==> src/rtl/pong_game_ctrl.sv <==
// Pong game-rule controller: per-frame hit/miss detection, BCD score, lives
// and the IDLE/SERVE/PLAY/MISS/OVER sequencer driving the ball stage.
module pong_game_ctrl #(
  parameter int PADDLE_X_L   = 540,
  parameter int PADDLE_HALF  = 20,
  parameter int BALL_HALF    = 5,
  parameter int MISS_X       = 635,
  parameter int LIVES_INIT   = 3,
  parameter int SERVE_FRAMES = 60
) (
  input  logic       clk,
  input  logic       reset_n,
  input  logic       frame_tick,
  input  logic       start_btn,
  input  logic [9:0] ball_x_pos,
  input  logic [9:0] ball_y_pos,
  input  logic [9:0] right_paddle_pos,
  output logic       serve,
  output logic       freeze,
  output logic       hit_pulse,
  output logic [7:0] score_bcd,
  output logic [1:0] lives,
  output logic       game_over,
  output logic [2:0] state
);

  typedef enum logic [2:0] {
    ST_IDLE  = 3'd0,
    ST_SERVE = 3'd1,
    ST_PLAY  = 3'd2,
    ST_MISS  = 3'd3,
    ST_OVER  = 3'd4
  } state_t;

  localparam int CNT_W = $clog2(SERVE_FRAMES + 1);
  localparam logic [CNT_W-1:0] CNT_LAST  = CNT_W'(SERVE_FRAMES - 1);
  localparam logic [10:0]      REACH     = 11'(PADDLE_HALF + BALL_HALF);
  localparam logic [10:0]      BALL_H11  = 11'(BALL_HALF);
  localparam logic [10:0]      PAD_X11   = 11'(PADDLE_X_L);
  localparam logic [10:0]      MISS_X11  = 11'(MISS_X);
  localparam logic [1:0]       LIVES_RST = 2'(LIVES_INIT);

  state_t           state_q, state_d;
  logic [7:0]       score_q, score_d;
  logic [1:0]       lives_q, lives_d;
  logic             serve_q, serve_d;
  logic             hit_q, hit_d;
  logic             freeze_q, freeze_d;
  logic             over_q, over_d;
  logic [CNT_W-1:0] cnt_q, cnt_d;
  logic [9:0]       prev_x_q, prev_x_d;
  logic             armed_q, armed_d;
  logic [2:0]       sync_q, sync_d;

  logic [10:0] bx, by, py;
  logic        start, x_hit, y_hit, moving_right, missed;
  logic [7:0]  score_inc;

  // All geometry is done with 11-bit additions only, so nothing underflows near y=0.
  always_comb begin
    bx           = {1'b0, ball_x_pos};
    by           = {1'b0, ball_y_pos};
    py           = {1'b0, right_paddle_pos};
    start        = sync_q[1] & ~sync_q[2];
    y_hit        = (by + REACH >= py) && (by <= py + REACH);
    x_hit        = (bx + BALL_H11 >= PAD_X11) && (bx < MISS_X11);
    moving_right = ball_x_pos > prev_x_q;
    missed       = bx >= MISS_X11;
    if (score_q == 8'h99)
      score_inc = score_q;
    else if (score_q[3:0] == 4'd9)
      score_inc = {score_q[7:4] + 4'd1, 4'd0};
    else
      score_inc = {score_q[7:4], score_q[3:0] + 4'd1};
  end

  always_comb begin
    state_d  = state_q;
    score_d  = score_q;
    lives_d  = lives_q;
    cnt_d    = cnt_q;
    serve_d  = 1'b0;
    hit_d    = 1'b0;
    sync_d   = {sync_q[1:0], start_btn};
    prev_x_d = frame_tick ? ball_x_pos : prev_x_q;
    armed_d  = armed_q | (frame_tick && (ball_x_pos < prev_x_q));

    case (state_q)
      ST_IDLE, ST_OVER: begin
        if (start) begin
          state_d = ST_SERVE;
          score_d = 8'h00;
          lives_d = LIVES_RST;
          cnt_d   = '0;
        end
      end
      ST_SERVE: begin
        if (frame_tick) begin
          if (cnt_q == CNT_LAST) begin
            state_d = ST_PLAY;
            serve_d = 1'b1;
            armed_d = 1'b1;
            cnt_d   = '0;
          end else begin
            cnt_d = cnt_q + CNT_W'(1);
          end
        end
      end
      // A miss outranks a hit detected in the same frame.
      ST_PLAY: begin
        if (frame_tick) begin
          if (missed) begin
            lives_d = (lives_q == 2'd0) ? 2'd0 : lives_q - 2'd1;
            state_d = ST_MISS;
            cnt_d   = '0;
          end else if (x_hit && y_hit && moving_right && armed_q) begin
            hit_d   = 1'b1;
            armed_d = 1'b0;
            score_d = score_inc;
          end
        end
      end
      ST_MISS: begin
        if (frame_tick) begin
          if (cnt_q == CNT_LAST) begin
            state_d = (lives_q == 2'd0) ? ST_OVER : ST_SERVE;
            cnt_d   = '0;
          end else begin
            cnt_d = cnt_q + CNT_W'(1);
          end
        end
      end
      default: state_d = ST_IDLE;
    endcase

    freeze_d = (state_d != ST_PLAY);
    over_d   = (state_d == ST_OVER);
  end

  always_ff @(posedge clk or negedge reset_n) begin
    if (!reset_n) begin
      state_q  <= ST_IDLE;
      score_q  <= 8'h00;
      lives_q  <= LIVES_RST;
      serve_q  <= 1'b0;
      hit_q    <= 1'b0;
      freeze_q <= 1'b1;
      over_q   <= 1'b0;
      cnt_q    <= '0;
      prev_x_q <= '0;
      armed_q  <= 1'b0;
      sync_q   <= '0;
    end else begin
      state_q  <= state_d;
      score_q  <= score_d;
      lives_q  <= lives_d;
      serve_q  <= serve_d;
      hit_q    <= hit_d;
      freeze_q <= freeze_d;
      over_q   <= over_d;
      cnt_q    <= cnt_d;
      prev_x_q <= prev_x_d;
      armed_q  <= armed_d;
      sync_q   <= sync_d;
    end
  end

  assign state     = state_q;
  assign score_bcd = score_q;
  assign lives     = lives_q;
  assign serve     = serve_q;
  assign hit_pulse = hit_q;
  assign freeze    = freeze_q;
  assign game_over = over_q;

endmodule

==> config.mk <==
export PLATFORM = sky130hd
export DESIGN_NAME = pong_game_ctrl
export DESIGN_NICKNAME = d
export VERILOG_FILES = /design/src/rtl/pong_game_ctrl.sv
export SDC_FILE = /design/constraint.sdc
export NUM_CORES = 1
export LEC_CHECK = 0
export BUFFER_PORTS_ARGS = -buffer_cell sky130_fd_sc_hd__buf_2
export CELL_PAD_IN_SITES_DETAIL_PLACEMENT = 1
export CELL_PAD_IN_SITES_GLOBAL_PLACEMENT = 1
export CORE_UTILIZATION = 42
export CTS_CLUSTER_DIAMETER = 30
export DETAILED_ROUTE_END_ITERATION = 10
export PLACE_DENSITY_LB_ADDON = 0.25
export SKIP_LAST_GASP = 1
export SYNTH_ARGS = -nofsm -noshare
export SYNTH_HDL_FRONTEND = slang
export SYNTH_SLANG_ARGS = --single-unit
==> constraint.sdc <==
create_clock -name clk -period 2.95 [get_ports clk]
set_clock_uncertainty 0.1 [all_clocks]
set_input_delay 0.59 -clock clk [delete_from_list [all_inputs] [get_ports clk]]
set_output_delay 0.59 -clock clk [all_outputs]
set_load 0.05 [all_outputs]
# Word-level counts from Yosys, hierarchy flattened

Index checks and enable logic that the tools add are counted.

Flip-flop bits (word level): 37
Latch bits: 0
Memory bits (writable): 0
Memory bits (read-only): 0
Bits of input ports: 34
Output and inout port bits: 17
Word-level logic and storage cells: 102
Memories kept: 0

Add/sub/neg operators: 7
$mul: 0
Divide/modulo/power cells: 0
$lt $le $gt $ge: 7
Equality and inequality tests: 17
Shift operators: 0
Multiplexer cells: 40
Bitwise operators: 3
Reductions and logical operators: 16

Operator list:

| cell                  | number |
|---|---|
| $mux 8                | 6 |
| $mux 6                | 5 |
| $mux 3                | 8 |
| $add 10x5->11 const B | 2 |
| $pmux 6 s3            | 1 |
| $pmux 8 s2            | 1 |
| $ne 2x2->1 const B    | 7 |
| $mux 1                | 12 |
| $pmux 3 s4            | 1 |
| $add 10x3->11 const B | 1 |
| $ge 11x10->1          | 1 |
| $ge 11x10->1 const B  | 1 |
| $le 10x11->1          | 1 |
| $ge 10x10->1 const B  | 1 |
| $gt 10x10->1          | 1 |
| $lt 10x10->1          | 1 |
| $lt 10x10->1 const B  | 1 |
| $add 4x1->4 const B   | 2 |
| $eq 8x8->1 const B    | 1 |
| $mux 2                | 4 |
| $reduce_and 7->1      | 1 |
| $add 6x1->6 const B   | 1 |
| $eq 3x2->1 const B    | 2 |
| $eq 3x3->1 const B    | 2 |
| other kinds (20)      | 26 |

# Depth between registers and ports, before layout

Gate-level depths: netlist of the first run.

Depth in word-level cells: 10
Gate-level depth with buffers: 14
Gate-level depth less buffers: 13

# Least setup slack after synthesis of the first run

No wires, ideal clock.

Path type: input -> register
From: in right_paddle_pos[0]
To: reg score_q[5], in the netlist score_bcd[5]
Library setup time: 0.083 ns
Arrival time: 2.858 ns
Required time: 2.767 ns
Path slack: -0.091 ns
Stages: 12
Buffers on the path: 1
Cells stage by stage: ha_1 > a211o_1 > nor3b_1 > xnor2_1 > ha_1 > a21oi_1 > o21ai_0 > o31ai_2 > nand4bb_4 > buf_6 > or3_1 > o21ai_0

Cells in the longest elaborated chain, start to end: 8
Elaborated cells between the ends (all ways): 9
Classes of those cells: add/sub (1); order compare (2); eq/ne (1); reduce/logical (5)

Ends and longest elaborated chain:

| what                               | line | text |
|---|---|---|
| start: declaration                 | 17   | `input logic [9:0] right_paddle_pos,` |
| $add 10x5->11                      | 65   | `y_hit = (by + REACH >= py) && (by <= py + REACH);` |
| $le 10x11->1                       | 65   |  |
| $logic_and 1x1->1 (*)              | 65   |  |
| $logic_and 1x1->1 (*) (3 in a row) | 116  | `end else if (x_hit && y_hit && moving_right && armed_q) begin` |
| $ne 2x2->1 (no line) (*)           | --   |  |
| $reduce_and 7->1 (no line) (*)     | --   |  |
| end signal: assignment             | 155  | `score_q <= score_d;` |
| end: declaration                   | 44   | `logic [7:0] score_q, score_d;` |

Mark *: on every way between the ends. The rest lies on a longest branch, timed or not.
A chain may end at the register's enable or synchronous reset.

# Final worst setup path of the first run

From: in right_paddle_pos[2]
To: reg score_q[6], in the netlist score_bcd[6]

Same word-level chain as after synthesis.

==> metrics.txt, run 1 <==
Cell Count, Final, Fillers Out=~490; Gate power share=a little over two fifths; Net Sw Power=782 uW; worst skew pair latency=about 0.29 ns; grt total ovfl=0; fraction of layout cells with a size suffix above 1=30.6%; Async S/R FF share, synth=100%; final setup vio count=8; DRC viols=0; Starting Density=44.0%; max_cap viols=0; Final Hold Fails=0; synth warn=0; ANT cells=0; clock share of power=between 20 and 25%; vias in the first global route=roughly 2,800; Die Height=around 84 um; synth top area cells=dfrtp_1 30%, ha_1 16%, nand3_1 4.6%; EDFF count, synth=0; Main synth FF type=dfrtp_1; GRT Resource Usage Total=between 20% and 30%; first-pass GRT wire length=about 13,000 um; post-synth top area share=a little under a third; routed wire length=8750 um; Placement Cell Area=~3300 um^2; Critical R2R Capture=score_bcd[6]$_DFFE_PN0P_; Crit path max-delay family=simple AND/OR/NAND/NOR gates; Power Dens Cells=approximately 500 nW/um^2; crit start category=input pin; Lkg Pwr=about 0.0018 uW; First DRT Iteration DRCs=around 110; Net Count, Synth=396; routed length per placed instance=~18 um; fin crit share=106%; register area share after synthesis=roughly 33%; critical-path maximum fanout=5; critical path's slowest cell=or4_1; Core ar.=about 6400 um^2; critical path cell sequence=buf_2 > nand3_2 > and3_1 > nor2_1 > nand3_1 > xnor2_1 > ha_1 > a211oi_2 > o21ai_2 > o31ai_4 > nand4bb_4 > or4_1 > nand3_1; slew at the pin closest to its max-slew limit=roughly 0.86 ns; CTS H-Tree Depth=2; HP Start=sync_q[0]$_DFF_PN0_; synthesized area=about 2800 um^2; Clock Path Buffers=2; clock slew at reported path FFs=about 0.080 ns; reg2reg start=state[1]$_DFF_PN0_; Tot Pwr=1830 uW; setup TNS=-0.681 ns; area leader, netlist=dfrtp_1; crit path buf inv count=1; CP Class=in -> reg; DP Wirelength=between 5000 and 6000 um; final core utilization=57.8%; maximum clock rate=~0.32 GHz; clock root buffer=clkbuf_8; Slew headroom=42.3%; Setup crit end kind=register; max-slew violation count=0; required time of the critical path=approximately 3.1 ns; crit-path most repeated cell=nand3_1; Placer Congestion=between 0.8 and 0.9; Synth Register Bits=37; Die ar.=~7000 um^2; Routed Antenna Nets=0; CTS tree=done; Reg2Reg Depth=7; hold path cells=0; RSZ-0062 raised after global routing=true; IO buf count=50; die width=between 80 and 90 um; Internal Power=1050 uW; Sw Share=between 40% and 50%; Area Growth Syn to Fin=31.4%; total clock sinks=37; failing checks=negative setup slack; max incr delay on CP=0.50 ns; Reg power frac=37.8%; Cells after Synth=325; largest net degree at the start of global routing=38; I/O pins=between 50 and 60; DRT Pass-1 Iters=4; Arrival @ worst endpoint=roughly 3.3 ns; Via Count=roughly 2,700; Mean Syn Cell Area=between 8 and 9 um^2; initial antenna violation count=0; hold endpoint=sync_q[1]$_DFF_PN0_; Final WS setup=-0.173 ns; flop2flop setup slack=about 0.36 ns; post-route cell area=around 3700 um^2; std cell rows=29; CTS Buf Count=5; Hold Path Class=reg -> reg; Via-to-Cell Ratio=between 5 and 6; Min Clock Period, post-route=~3.1 ns; Peak VDD IR=between 0.0003 and 0.0004 V; count of different cell masters after synthesis=48; outcome=complete, but fails checks; Final nets=479; Inst Count DP=470
cell usage after synthesis, drive strengths merged (3+ instances only):
cell type	number
or4	5
nor2b	7
inv	31
o21ai	30
dfstp	3
xnor2	10
nand2	32
nor3b	4
a21oi	18
and2	4
or3	4
ha	37
nor2	17
dfrtp	34
nor3	5
nand4	7
o31ai	3
nand2b	4
clkbuf	6
a211oi	6
nand3	26
xor2	7
area by class of cell:
cell class | instances | area, um^2
tap | 77 | 96.3
fill | 773 | 2700
sequential | 37 | 930
inverter | 31 | 116
multi-input combinational | 250 | 1920
clock buffer | 5 | 68.8
timing repair buffer | 83 | 542
clock inverter | 3 | 21.3
layer usage:
| metal | track usage [%] | wire, um |
|---|---|---|
| met5 | 0 | 0 |
| met4 | 3.54 | 82 |
| met2 | 38.7 | 4530 |
| met1 | 30.7 | 3840 |
| met3 | 3.36 | 300 |
stage by stage:
| stage | hold WS [ns] | setup WS (ns) |
|---|---|---|
| 3_3_place_gp | 0.232 | -0.311 |
| 2_1_floorplan | 0.194 | -0.0470 |
| 6_report | 0.255 | -0.173 |
| 4_1_cts | 0.255 | -0.0280 |
| 5_1_grt | 0.267 | -0.220 |
| 3_5_place_dp | 0.236 | -0.464 |
layout by cell type, fill, tap and decap left out, types with 15 or more instances in the layout:
| cell | netlist | routed |
|---|---|---|
| dfrtp_1 | 34 | 34 |
| inv_1 | 31 | 31 |
| ha_1 | 37 | 34 |
| nor2_1 | 17 | 16 |
| o21ai_0 | 22 | 15 |
| buf_4 | 1 | 29 |
| nand3_1 | 26 | 22 |
| a21oi_1 | 18 | 15 |
| nand2_1 | 32 | 32 |
| buf_2 | 0 | 46 |
power by group through the flow:
| stage | Combinational, uW | Clock (uW) | Sequential (uW) |
|---|---|---|---|
| after global routing | 844 | 405 | 709 |
| after global placement | 652 | 0 | 694 |
| after detailed placement | 685 | 0 | 700 |
| after floorplan | 363 | 0 | 792 |
| final | 764 | 374 | 693 |
| after CTS | 690 | 381 | 690 |
worst reg2reg max path, stage by stage (launching register included):
cell,delay [ns]
dfrtp_1,0.53
nor3b_4,0.39
o311ai_1,0.18
nor4b_2,0.27
o31ai_1,0.19
nand4bb_4,0.28
or4_1,0.50
nand3_1,0.10
repair_timing:
| action | 4_1_cts | 5_1_grt |
|---|---|---|
| gates resized for setup | 4 | 43 |
| buffers inserted | 0 | 7 |
| gates cloned | 0 | 1 |
| pin swaps | 2 | 34 |
| endpoints found under the hold margin | 0 | 0 |
| setup endpoints to repair | 8 | 8 |
| hold buffers | 0 | 0 |
worst max path at each step:
stage	startpoint	to	slack, ns	cells after the start
final	right_paddle_pos[2]	score_bcd[6]$_DFFE_PN0P_	-0.17	13
after detailed placement	ball_y_pos[0]	score_bcd[2]$_DFFE_PN0P_	-0.46	16
after CTS	ball_y_pos[0]	score_bcd[7]$_DFFE_PN0P_	-0.03	15
after global routing	right_paddle_pos[2]	score_bcd[6]$_DFFE_PN0P_	-0.22	13
after global placement	ball_y_pos[0]	score_bcd[3]$_DFFE_PN0P_	-0.31	15
after floorplan	right_paddle_pos[0]	score_bcd[5]$_DFFE_PN0P_	-0.05	12
state kept, by name, summed over array words and instances (netlist names):
name,cells
armed_q,1
cnt_q,6
freeze,1
game_over,1
hit_pulse,1
lives,2
prev_x_q,10
score_bcd,8
serve,1
state,3
sync_q,3
cell families after synthesis:
logic type,count (synthesis),synth area share [%]
xor gates and xnor gates,17,5.30
muxes,1,0.401
buffers and inverters,39,5.61
and+or+nand+nor,124,24.2
adders and majority gates,37,16.5
DFF,37,33.1
AOI/OAI and AO/OA,70,14.9
(Power assumes the default switching activity.)
==> inputs of run 2 (changes only) <==
- PLACE_DENSITY: unset -> 0.85
- PLACE_DENSITY_LB_ADDON: 0.25 -> unset
==> run 2 against run 1 <==
Compared with the run above: combinational power is 4.7% lower; largest cell class unchanged; cell area is 2.8% lower; non-clock buffer count is 3 lower; critical path type unchanged; hold slack better by 0.0054 ns; the run still ends with negative setup slack left; clock-buffer cell count is 1 higher.
==> metrics.txt, run 2 (same netlist as run 1, synthesis figures left out) <==
max incr delay on CP=about 0.45 ns; routed wire length=between 8000 and 9000 um; Min Clock Period, post-route=3.04 ns; ANT cells=0; IO buf count=50; final hold slack=around 0.26 ns; largest net degree at the start of global routing=38; hold path cells=0; Final nets=roughly 480; flop2flop setup slack=0.41 ns; failing checks=negative setup slack; First DRT Iteration DRCs=~160; setup TNS=-0.313 ns; Reg2Reg Depth=7; HP Start=sync_q[0]$_DFF_PN0_; Slew headroom=between 40% and 50%; DP Wirelength=around 6100 um; routed length per placed instance=about 18 um; footprint of the multi-input gates=1820 um^2; maximum clock rate=between 0.3 and 0.4 GHz; fill count=787; vias in the first global route=~3,000; initial antenna violation count=0; hold_buf cts=0; max-slew violation count=0; most common library cell in the layout ignoring fill and taps=buf_2; Placer Congestion=0.815; GRT Resource Usage Total=roughly a quarter; Arrival @ worst endpoint=roughly 3.2 ns; clock slew at reported path FFs=about 0.080 ns; required time of the critical path=a little over 3 ns; critical path cell sequence=buf_8 > ha_4 > a211o_1 > nor3b_4 > xnor2_1 > ha_1 > a21oi_2 > o21ai_1 > o31ai_2 > nand4bb_4 > or4_1 > nand3_1; Area Growth Syn to Fin=27.7%; Setup crit end kind=register; Via-to-Cell Ratio=between 5 and 6; Starting Density=between 40% and 50%; outcome=complete, but fails checks; Inst Count DP=about 470; Cell Count, Final, Fillers Out=slightly below 500; total clock sinks=37; reg2reg start=state[1]$_DFF_PN0_; I/O pins=51; critical path's slowest cell=or4_1; Tot Pwr=1910 uW; DRC viols=0; critical-path maximum fanout=8; Core ar.=around 6400 um^2; CTS Buf Count=5; Routed Antenna Nets=0; std cell rows=29; Hold Path Class=reg -> reg; max_cap viols=0; sequential cell area=930 um^2; Final WS setup=-0.0924 ns; RSZ-0062 raised after global routing=true; fraction of layout cells with a size suffix above 1=between 20% and 30%; Die ar.=~7000 um^2; slew at the pin closest to its max-slew limit=between 0.8 and 0.9 ns; Worst Setup SP=right_paddle_pos[0]; first-pass GRT wire length=14,000 um; Clock Path Buffers=2; commonest non-fill, non-tap cells in the layout=47 x buf_2, 36 x ha_1, 34 x dfrtp_1; clock root buffer=clkbuf_8; Final Hold Fails=0; Die Height=roughly 84 um; DRT Pass-1 Iters=4; Peak VDD IR=around 0.0004 V; CP Class=in -> reg; die width=around 84 um; Power Dens Cells=approximately 530 nW/um^2; Critical R2R Capture=score_bcd[6]$_DFFE_PN0P_; grt total ovfl=0; CTS tree=done; Critical Path Sink=score_bcd[6]$_DFFE_PN0P_; most flop-heavy register=prev_x_q; fin crit share=103%; worst skew pair latency=0.30 ns; max reg flops=10; Lkg Pwr=~0.0017 uW; CTS H-Tree Depth=2; Via Count=~2,700; final setup vio count=5; crit start category=input pin
[run 2: critical path: cells and delay by family]
kind	cells	cell delay [ns]
xor gates and xnor gates	1	0.13
and+or+nand+nor	4	0.96
buffers and inverters	1	0.10
adders and majority gates	2	0.48
AOI/OAI and AO/OA	4	0.92
[run 2: worst min path at each step]
stage,endpoint,slack [ns]
2_1_floorplan,armed_q$_DFF_PN0_,0.19
3_3_place_gp,sync_q[1]$_DFF_PN0_,0.23
6_report,sync_q[1]$_DFF_PN0_,0.26
5_1_grt,sync_q[0]$_DFF_PN0_,0.29
4_1_cts,sync_q[1]$_DFF_PN0_,0.26
3_5_place_dp,sync_q[1]$_DFF_PN0_,0.24
[run 2: final cells by class]
| type | instances | area share (%) |
|---|---|---|
| inverters | 31 | 3.24 |
| clock inverters | 2 | 1.05 |
| multi-input cells | 249 | 50.7 |
| well taps | 77 | 2.69 |
| repair buffers | 80 | 14.1 |
| flip-flops and latches | 37 | 25.9 |
| clock buffers | 6 | 2.30 |
[run 2: repair_timing]
action | in CTS | in global routing
hold endpoints to repair | 0 | 0
setup buffers | 2 | 3
endpoints found under the setup margin | 7 | 10
gates resized for setup | 15 | 10
pin swaps | 3 | 16
[run 2: per-stage QoR]
| stage | worst slack (ns) | util (%) | instance area (um^2) |
|---|---|---|---|
| 2_1_floorplan | -0.0470 | - | 2830 |
| 4_1_cts | -0.0348 | 55.3 | 3530 |
| 6_report | -0.0924 | 56.2 | 3590 |
| 3_5_place_dp | -0.410 | 52.3 | 3340 |
| 3_3_place_gp | -0.301 | 52.3 | 3340 |
| 5_1_grt | -0.203 | 56.2 | 3590 |
[run 2: report_power, final]
group	switching, uW	internal, uW
Clock	209	275
Combinational	461	267
Sequential	102	593
Total	772	1140
[run 2: metal layers]
layer | vias to the layer above | part of all wire (%) | wire length, um | GRT usage [%]
met2 | 51 | 50 | 4270 | 44.1
li1 | 1308 | - | - | -
met3 | 18 | 2.8 | 240 | 4.15
met5 | - | 0 | 0 | 0
met1 | 1349 | 45 | 3850 | 30.4
met4 | 0 | 2.2 | 187 | 8.94
==> inputs of run 3 (changes only) <==
- ABC_AREA: unset -> 1
- CORE_UTILIZATION: 42 -> 41
- PLACE_DENSITY: 0.85 -> 0.86
- SETUP_SLACK_MARGIN: unset -> 0.4
==> run 3 against run 2 <==
Compared with the run above: via count rose by 5.4%; setup slack improved by 0.34 ns; cell count rose by 18%; largest cell class unchanged; register-to-register slack improved by 0.37 ns; clock-buffer cell count fell by 1; flip-flop and latch count did not move; the run now ends clean; synthesized cell count rose by 23%; utilization fell by 2.0 points; synthesized area rose by 4.7%; combinational power rose by 2%; cell area rose by 3.8%; hold slack improved by 0.013 ns; critical endpoint unchanged.
==> metrics.txt, run 3 <==
die width=86.7 um; Main synth FF type=dfrtp_1; Arrival @ worst endpoint=roughly 2.8 ns; ANT cells=0; final hold slack=around 0.27 ns; simple-gate share of the synthesized area=~29%; Hold Path Class=in -> async; Synth Area in Compound Gates=8.00%; Async S/R FF share, synth=100%; I/O pins=around 50; met2 wire len=4750 um; Die Height=roughly 87 um; synth top area cells=dfrtp_1 29%, ha_1 16%, nand2_1 12%; fraction of layout cells with a size suffix above 1=between 20 and 30%; DP Wirelength=6130 um; routed length per placed instance=15.4 um; CP Class=in -> reg; maximum clock rate=approximately 0.37 GHz; Post-Synth XOR/XNOR Area=6.55%; Final nets=541; critical path's slowest cell=ha_1; largest family of logic cells by synthesized area=simple AND/OR/NAND/NOR gates; worst skew pair latency=roughly 0.3 ns; IO buf count=50; DRT Pass-1 Iters=4; CTS Buf Count=5; Cells after Synth=401; Place WS=-0.103 ns; Via-to-Cell Ratio=just over 5; Setup crit end kind=register; Mean Syn Cell Area=7.34 um^2; fill count=just under 900; Placer Congestion=0.813; Routed Antenna Nets=0; synth warn=0; most common library cell in the layout ignoring fill and taps=nand2_1; hold_buf cts=0; Slew headroom=43.8%; routed wire length=roughly 8700 um; post-synthesis mux area share=0%; Min Clock Period, post-route=around 2.7 ns; post-synthesis adder-cell area fraction=15.7%; Synth Register Bits=37; Power Dens Cells=roughly 520 nW/um^2; fin crit share=around nine tenths; setup TNS=0 ns; Peak VDD IR=between 0.0002 and 0.0003 V; clock root buffer=clkbuf_8; register area share after synthesis=roughly a third; RSZ-0062 raised after global routing=true; Clock Path Buffers=2; First DRT Iteration DRCs=slightly below 60; max reg flops=10; grt total ovfl=0; critical path cell sequence=buf_2 > ha_4 > a21oi_2 > nand2_2 > nand2_1 > nor2_1 > buf_4 > nand2_2 > xor2_1 > inv_1 > ha_1 > o21a_1 > nand2_1 > nand2_1 > nand3_4 > nand2_8 > buf_6 > nand3_1 > nand2_1; required time of the critical path=approximately 3 ns; outcome=finished, final reports clean; DRC viols=0; final core utilization=approximately 54%; GRT Resource Usage Total=24.1%; most flop-heavy register=prev_x_q; max_cap viols=0; total clock sinks=37; crit start category=input pin; post-synth top area share=between 20% and 30%; vias in the first global route=just over 3,000; top-count cell post-synth=nand2_1; area leader, netlist=dfrtp_1; first-pass GRT wire length=14,100 um; final setup vio count=0; synthesized area=approximately 2900 um^2; max incr delay on CP=about 0.28 ns; Net Count, Synth=between 400 and 500; count of different cell masters after synthesis=36; CTS H-Tree Depth=2; critical-path maximum fanout=5; EDFF count, synth=0; commonest non-fill, non-tap cells in the layout=83 x nand2_1, 62 x inv_1, 48 x buf_2; Area Growth Syn to Fin=26.5%; WL met1=approximately 3500 um; slew at the pin closest to its max-slew limit=0.843 ns; Via Count=~2,900; Core ar.=between 6000 and 7000 um^2; clock slew at reported path FFs=0.08 ns; WL met3=around 260 um; Die ar.=7520 um^2; initial antenna violation count=0; Max Used Layer=met4; Final Hold Fails=0; max-slew violation count=0; largest net degree at the start of global routing=38; Final WS setup=roughly 0.25 ns; crit-path most repeated cell=nand2_1; Lkg Pwr=0.00200 uW; Starting Density=a little over two fifths; std cell rows=30; Synth top cells by count=97 x nand2_1, 63 x inv_1, 47 x nor2_1, 37 x ha_1, 34 x dfrtp_1; CTS tree=done
==> run 3: changes by cell type in the layout (fill, tap and decap cells not counted), sizes merged, moves of 5 or more <==
| cell | delta |
|---|---|
| or4 | -5 |
| nor2 | +33 |
| a211oi | -6 |
| buf | -17 |
| xor2 | +9 |
| o21ai | -14 |
| inv | +36 |
| nand2 | +72 |
| nor2b | -7 |
==> run 3: critical path, delay by kind of cell <==
kind	cells	cell delay [ns]
AOI/OAI and AO/OA	2	0.38
xor gates and xnor gates	1	0.15
adders and majority gates	2	0.44
buffers and inverters	4	0.46
and+or+nand+nor	10	0.77
==> run 3: cell type report <==
class	instances	area, um^2	area share (%)
Sequential cell	37	930	25.0
Multi-Input combinational cell	297	1910	51.3
Tap cell	96	120	3.23
Inverter	66	250	6.72
Clock inverter	3	68.8	1.85
Clock buffer	5	68.8	1.85
Timing Repair Buffer	63	375	10.1
==> run 3: logic make-up (layout without fill, tap and decap cells) <==
logic type               count (synthesis)  count (layout)
AND/OR/NAND/NOR                        195             196
XOR/XNOR                                22              22
buffers and inverters                   68             137
flip-flops                              37              37
AO/OA/AOI/OAI                           42              42
adder cells (fa/ha/maj)                 37              37
==> run 3: power breakdown <==
group | switching (uW) | internal [uW]
registers | 71.8 | 594
logic | 494 | 252
clock network | 200 | 340
==> run 3: path summary, 6_finish.rpt <==
kind	startpoint	to	slack [ns]	depth (start not counted)
worst max-delay path	ball_y_pos[0]	score_bcd[6]$_DFFE_PN0P_	0.25	19
worst min-delay path	reset_n	prev_x_q[5]$_DFFE_PN0P_	0.27	1
worst max register to register	prev_x_q[9]$_DFFE_PN0P_	score_bcd[7]$_DFFE_PN0P_	0.78	12
worst min register to register	sync_q[0]$_DFF_PN0_	sync_q[1]$_DFF_PN0_	0.30	0
max in group asynchronous	reset_n	prev_x_q[7]$_DFFE_PN0P_	1.92	1
min in group clk	sync_q[0]$_DFF_PN0_	sync_q[1]$_DFF_PN0_	0.30	0
==> run 3: what timing repair did <==
action / in CTS / in global routing
pin swaps: 19 / 14
setup buffers: 5 / 0
cloned: 1 / 0
gates resized for setup: 22 / 18
setup endpoints to repair: 10 / 10
==> run 3: per-stage QoR <==
step / std cells / total power [uW] / instance area [um^2]
floorplan: 401 / 1140 / 2960
global placement: 553 / 1300 / 3390
detailed placement: 553 / 1340 / 3390
CTS: 567 / 1920 / 3650
global route: 567 / 2090 / 3720
finish: 567 / 1950 / 3720
==> run 3: routing by layer <==
| layer | track usage (%) | vias to the layer above |
|---|---|---|
| met3 | 4.19 | 22 |
| met5 | 0 | - |
| li1 | - | 1417 |
| met4 | 6.52 | 0 |
| met2 | 47.3 | 61 |
| met1 | 26.3 | 1372 |
